[src/rtl/uart_tx.sv]
// uart_tx: 8N1 UART transmitter, LSB first, one frame at a time.
// A byte is accepted when i_tx_valid is high in IDLE, and the start bit
// is driven from that same edge. All outputs come straight from flops,
// so the serial line cannot glitch.
module uart_tx #(
  parameter int CLKS_PER_BIT = 104
) (
  input  logic       clock,
  input  logic       i_reset_n,
  input  logic [7:0] i_tx_data,
  input  logic       i_tx_valid,
  output logic       o_tx_ready,
  output logic       o_tx_serial,
  output logic       o_tx_busy,
  output logic       o_tx_done
);

  localparam int                 CNT_W    = $clog2(CLKS_PER_BIT);
  localparam logic [CNT_W-1:0]   CNT_LAST = CNT_W'(CLKS_PER_BIT - 1);
  localparam logic [CNT_W-1:0]   CNT_ONE  = CNT_W'(1);

  typedef enum logic [1:0] {
    IDLE  = 2'd0,
    START = 2'd1,
    DATA  = 2'd2,
    STOP  = 2'd3
  } state_e;

  state_e           state_q, state_d;
  logic [CNT_W-1:0] cnt_q, cnt_d;
  logic [2:0]       bit_q, bit_d;
  logic [7:0]       shift_q, shift_d;
  logic             serial_q, serial_d;
  logic             done_q, done_d;
  logic             ready_q, busy_q;
  logic             accept_s, bit_end_s;

  assign accept_s  = (state_q == IDLE) && i_tx_valid;
  assign bit_end_s = (cnt_q == CNT_LAST);

  // State and datapath registers; reset forces an idle-high line at once.
  always_ff @(posedge clock or negedge i_reset_n) begin
    if (!i_reset_n) begin
      state_q  <= IDLE;
      cnt_q    <= '0;
      bit_q    <= 3'd0;
      shift_q  <= 8'h00;
      serial_q <= 1'b1;
      done_q   <= 1'b0;
      ready_q  <= 1'b1;
      busy_q   <= 1'b0;
    end else begin
      state_q  <= state_d;
      cnt_q    <= cnt_d;
      bit_q    <= bit_d;
      shift_q  <= shift_d;
      serial_q <= serial_d;
      done_q   <= done_d;
      ready_q  <= (state_d == IDLE);
      busy_q   <= (state_d != IDLE);
    end
  end

  // Next-state logic: advance one phase of the frame per completed bit time.
  always_comb begin
    state_d = state_q;
    case (state_q)
      IDLE: begin
        if (accept_s) state_d = START;
        else          state_d = IDLE;
      end
      START: begin
        if (bit_end_s) state_d = DATA;
        else           state_d = START;
      end
      DATA: begin
        if (bit_end_s && (bit_q == 3'd7)) state_d = STOP;
        else                              state_d = DATA;
      end
      STOP: begin
        if (bit_end_s) state_d = IDLE;
        else           state_d = STOP;
      end
      default: state_d = IDLE;
    endcase
  end

  // Output/datapath logic: the line value for the next bit is chosen on the
  // bit boundary, so o_tx_serial changes exactly once per bit time.
  always_comb begin
    cnt_d    = cnt_q;
    bit_d    = bit_q;
    shift_d  = shift_q;
    serial_d = serial_q;
    done_d   = 1'b0;
    case (state_q)
      IDLE: begin
        cnt_d = '0;
        bit_d = 3'd0;
        if (accept_s) begin
          shift_d  = i_tx_data;
          serial_d = 1'b0;
        end else begin
          serial_d = 1'b1;
        end
      end
      START: begin
        if (bit_end_s) begin
          cnt_d    = '0;
          serial_d = shift_q[0];
          shift_d  = {1'b0, shift_q[7:1]};
        end else begin
          cnt_d = cnt_q + CNT_ONE;
        end
      end
      DATA: begin
        if (bit_end_s) begin
          cnt_d = '0;
          if (bit_q == 3'd7) begin
            bit_d    = 3'd0;
            serial_d = 1'b1;
          end else begin
            bit_d    = bit_q + 3'd1;
            serial_d = shift_q[0];
            shift_d  = {1'b0, shift_q[7:1]};
          end
        end else begin
          cnt_d = cnt_q + CNT_ONE;
        end
      end
      STOP: begin
        if (bit_end_s) begin
          cnt_d    = '0;
          serial_d = 1'b1;
          done_d   = 1'b1;
        end else begin
          cnt_d = cnt_q + CNT_ONE;
        end
      end
      default: begin
        cnt_d    = '0;
        bit_d    = 3'd0;
        shift_d  = 8'h00;
        serial_d = 1'b1;
      end
    endcase
  end

  assign o_tx_ready  = ready_q;
  assign o_tx_busy   = busy_q;
  assign o_tx_serial = serial_q;
  assign o_tx_done   = done_q;

endmodule

[config.mk]
export PLATFORM = sky130hd
export DESIGN_NAME = uart_tx
export DESIGN_NICKNAME = d
export VERILOG_FILES = /design/src/rtl/uart_tx.sv
export SDC_FILE = /design/constraint.sdc
export NUM_CORES = 1
export LEC_CHECK = 0
export BUFFER_PORTS_ARGS = -buffer_cell sky130_fd_sc_hd__buf_2
export CORE_ASPECT_RATIO = 0.7
export CORE_MARGIN = 3
export CORE_UTILIZATION = 40
export CTS_CLUSTER_DIAMETER = 50
export DETAILED_ROUTE_END_ITERATION = 16
export PLACE_DENSITY = 0.66
export SLEW_MARGIN = 20
export SYNTH_ARGS = -nofsm -noshare
export SYNTH_HDL_FRONTEND = slang
export SYNTH_SLANG_ARGS = --single-unit
[constraint.sdc]
create_clock -name clock -period 5.15 [get_ports clock]
set_clock_uncertainty 0.05 [all_clocks]
set_input_delay 0.7725 -clock clock [delete_from_list [all_inputs] [get_ports clock]]
set_output_delay 0.7725 -clock clock [all_outputs]
set_load 0.01 [all_outputs]
### After elaboration in Yosys (flattened, before gate mapping)

Index checks and enable logic that the tools add are counted.

* bits in registers: 24
* bits of input ports: 11
* output and inout bits: 4
* word-level logic and storage cells: 54

* add/sub/neg operators: 2
* equal/unequal tests: 10
* multiplexer cells: 23
* reductions and logical operators: 11

Operators with widths (count)
* $mux W8: 4
* $pmux W8 S3: 1
* $pmux W7 S2: 1
* $ne A2 B2 Y1 const B: 5
* $mux W1: 9
* $pmux W2 S4: 1
* $add A7 B1 Y7 const B: 1
* $eq A7 B7 Y1 const B: 1
* $mux W7: 1
* $mux W3: 2
* $pmux W3 S2: 1
* $reduce_and A5 Y1: 1
* $eq A2 B2 Y1 const B: 2
* $logic_not A2 Y1: 2
* $mux W2: 2
* $pmux W1 S4: 1
* $reduce_bool A2 Y1: 2
* $add A3 B1 Y3 const B: 1
* $eq A3 B3 Y1 const B: 1
* $reduce_and A3 Y1: 1
* $reduce_bool A3 Y1: 1
* $reduce_or A3 Y1: 1
* $eq A2 B1 Y1 const B: 1
* $logic_and A1 B1 Y1: 2
* $reduce_and A2 Y1: 1

### Longest topological paths before layout

* word-level depth: 5
* depth in mapped cells: 7
* depth with buffers taken out: 6

### Least setup slack after synthesis

Ideal clock, no wire load.

* path kind: reg2reg
* start: register state_q[0]
* end: register shift_q[0]
* arrival: 1.813 ns
* data required time: 4.975 ns
* path slack: 3.163 ns
* stages on the path, launching flop included: 8
* path buffers: 1
* clock period less this slack: 1.987 ns
* cell sequence: dfrtp_1 inv_1 ha_1 clkbuf_1 nor2_1 a21oi_1 a221oi_4 mux2_2

* longest elaborated chain between the ends: 4

RTL lines
* start, declared: line 29 `state_e state_q, state_d;`
* start signal, assigned: line 53 `state_q <= state_d;`
* $logic_not A2 Y1: line 38, 96
* $logic_and A1 B1 Y1: line 38 `assign accept_s = (state_q == IDLE) && i_tx_valid;`
* $ne A2 B2 Y1 (no source line)
* $reduce_and A5 Y1 (no source line)
* end signal, assigned: line 56 `shift_q <= shift_d;`
* end, declared: line 32 `logic [7:0] shift_q, shift_d;`

Several ways; a longest one is shown, not always the timed one.
A chain may end at the register's enable or synchronous reset.

### Worst setup path in the final report

* start: register state_q[0]
* end: register shift_q[6]

The elaborated chain is that of the path after synthesis.

==> summary.txt <==
Post-Synth Adder-Cell Area = 8.523%
Die Wd = 74.70 um
Main combinational cell family by area after synthesis = multiplexers
Clock slew at the register clock pins of the worst setup and hold paths = 0.08 ns
Starting Density = 44.59%
Cell Area, Synth = 1321 um^2
Max Fclk = 423.7 MHz
Layout cells sized above 1 = 36.00%
I/O pin count = 15
Placeable Area = 2963 um^2
Synth top area cells = dfrtp_1, mux2_2, ha_1
Yosys synthesis warning count = 0
Critical Path RT = 5.25 ns
CTS H-Tree Depth = 1
Sequential fraction of the synthesis area = 45.64%
Drt pass-1 iters = 4
Commonest non-fill, non-tap cell in the layout = dfrtp_1
DP HPWL = 1677 um
Mapped Nets = 131
FF+latch count, synth = 24
Worst-case clock buffer depth = 2
Die height = 54.09 um
Clock latency on the worst-skew pair = 0.26 ns
GPL Wtd Cong = 0.8188
Complex-gate fraction of the synthesized area = 9.564%
Initial antenna violation count = 0
Rows = 16
Overall fraction of global-route tracks in use = 13.47%
Period minus WS final = 2.360 ns
Layout Nets = 146
Final ANT Viol Nets = 0
Peak VDD IR = 0.08893 mV
Leakage = 0.6625 nW
Die area = 4040 um^2
Syn Inst Count = 111
Cell Area, Placed = 1416 um^2
Dpl cells = 157
Cts hold-fix bufs = 0
Critical Path Fanout Max = 11
Setup Buffers After CTS = 0
N_diodes = 0
Finished Cell Area = 1471 um^2
WP data arrival = 2.46 ns
Drt total wl = 2266 um
Total number of vias = 844
Final hold viol count = 0
Hold Path Class = in -> async
Commonest cells after routing, fill and taps aside = dfrtp_1, mux2_2, buf_2
Post-synth cell types = 35
Startpoint Class = flip-flop
Vias/cell = 5.242
Status = finished clean
Xor-xnor portion of the synthesized cell area = 2.652%
CTS tree = yes
Max-cap viol count = 0
Syn-to-layout area delta = 11.36%
Final hold slack = 0.4208 ns
Post-synth top area share = 41.67%
DR iter-0 viols = 64
Worst setup EP type = flip-flop
Setup TNS = 0 ns
DR WL/cell = 14.07 um
Fraction of the mapped netlist area in simple logic gates = 14.87%
RSZ-0062 raised after global routing = false
Vias in the first global route = 823
Final setup viols = 0
Cell Count, Final, Fillers Out = 161
Fin. max-slew vios = 0
Slew of the pin with the lowest slew margin = 0.5197 ns
Area leader, netlist = dfrtp_1
Cts bufs inserted = 3
Average cell area after synthesis = 11.90 um^2
# DRC = 0
Normalized max-slew margin = 65.36%
# resized after CTS = 0
First-pass GRT wire length = 4015 um
Largest net degree at the start of global routing = 25
Sink Count = 24
Power per cell area = 225.1 nW/um^2
IO buf count = 14
Grt total ovfl = 0
Clock root cell = clkbuf_8
Fin crit share = 45.82%
Critical path class = reg -> reg
Multiplexer share of the synthesized area = 16.10%
[kinds of logic after synthesis]
group	Yosys count
buffers and inverters	8
DFF	24
muxes	19
adders and majority gates	9
xor gates and xnor gates	4
and+or+nand+nor	33
AOI/OAI and AO/OA	14
[worst max-delay path, stage by stage (launching register included)]
cell,delay [ns]
dfrtp_1,0.40
inv_1,0.10
ha_1,0.34
nor4b_1,0.30
a21oi_1,0.16
a221oi_4,0.49
mux2_2,0.39
[report_power, final]
part | internal (W) | total [W] | switching [W] | leakage (nW)
combinational | 0.00000747 | 0.0000138 | 0.00000632 | 0.349
clock | 0.0000682 | 0.000124 | 0.0000562 | 0.0288
sequential | 0.000192 | 0.000193 | 0.00000156 | 0.285
[flip-flops by register name (all words and copies together), names as in the netlist]
register     count
state_q          2
o_tx_done        1
bit_q            3
o_tx_ready       1
shift_q          8
cnt_q            7
o_tx_serial      1
o_tx_busy        1
[worst paths after layout]
check | end | cells past startpoint | startpoint | slack (ns)
setup / recovery | shift_q[6]$_DFFE_PN0P_ | 6 | state_q[0]$_DFF_PN0_ | 2.79
hold reg to reg | cnt_q[0]$_DFF_PN0_ | 1 | cnt_q[0]$_DFF_PN0_ | 0.43
max in group asynchronous | o_tx_ready$_DFF_PN1_ | 1 | i_reset_n | 4.26
hold / removal | shift_q[2]$_DFFE_PN0P_ | 1 | i_reset_n | 0.42
min in group clock | cnt_q[0]$_DFF_PN0_ | 1 | cnt_q[0]$_DFF_PN0_ | 0.43
setup reg to reg | shift_q[6]$_DFFE_PN0P_ | 6 | state_q[0]$_DFF_PN0_ | 2.79
[layout make-up]
type                            count  area [um^2]
Sequential cell                    24        603.1
Clock buffer                        4        55.05
Tap cell                           36        45.04
Fill cell                         273         1491
Multi-Input combinational cell     79        683.2
Inverter                            4        15.01
Timing Repair Buffer               14        70.07
[synthesized netlist by cell type (all sizes together)]
cell / n
dfrtp: 22
mux2: 18
ha: 9
nor2: 9
nand3: 5
nor3: 5
inv: 4
a21oi: 3
and3: 3
nor3b: 3
a22o: 2
and2b: 2
buf: 2
clkbuf: 2
dfstp: 2
nor2b: 2
o21ai: 2
xnor2: 2
xor2: 2
a21o: 1
a221oi: 1
and2: 1
mux2i: 1
nand3b: 1
nand4: 1
nor4b: 1
o21ba: 1
o21bai: 1
o311ai: 1
o31a: 1
o31ai: 1
[layer usage]
metal  up-vias  track usage [%]  part of all wire (%)
li1        424                -                     -
met1       404            20.96                    55
met2        12            17.64                    39
met3         4            3.918                   3.9
met4         0            3.550                   1.1
met5         -                0                     0
[per-stage QoR]
stage	power, W	setup slack (ns)	utilization [%]
finish	0.0003312	2.790	49.66
global route	0.0003496	2.559	49.66
CTS	0.0003379	2.809	49.66
detailed placement	0.0002111	2.836	47.80
global placement	0.0002106	2.931	47.80
floorplan	0.0002026	3.163	-
Note: power is estimated with default switching activity, not from simulation.
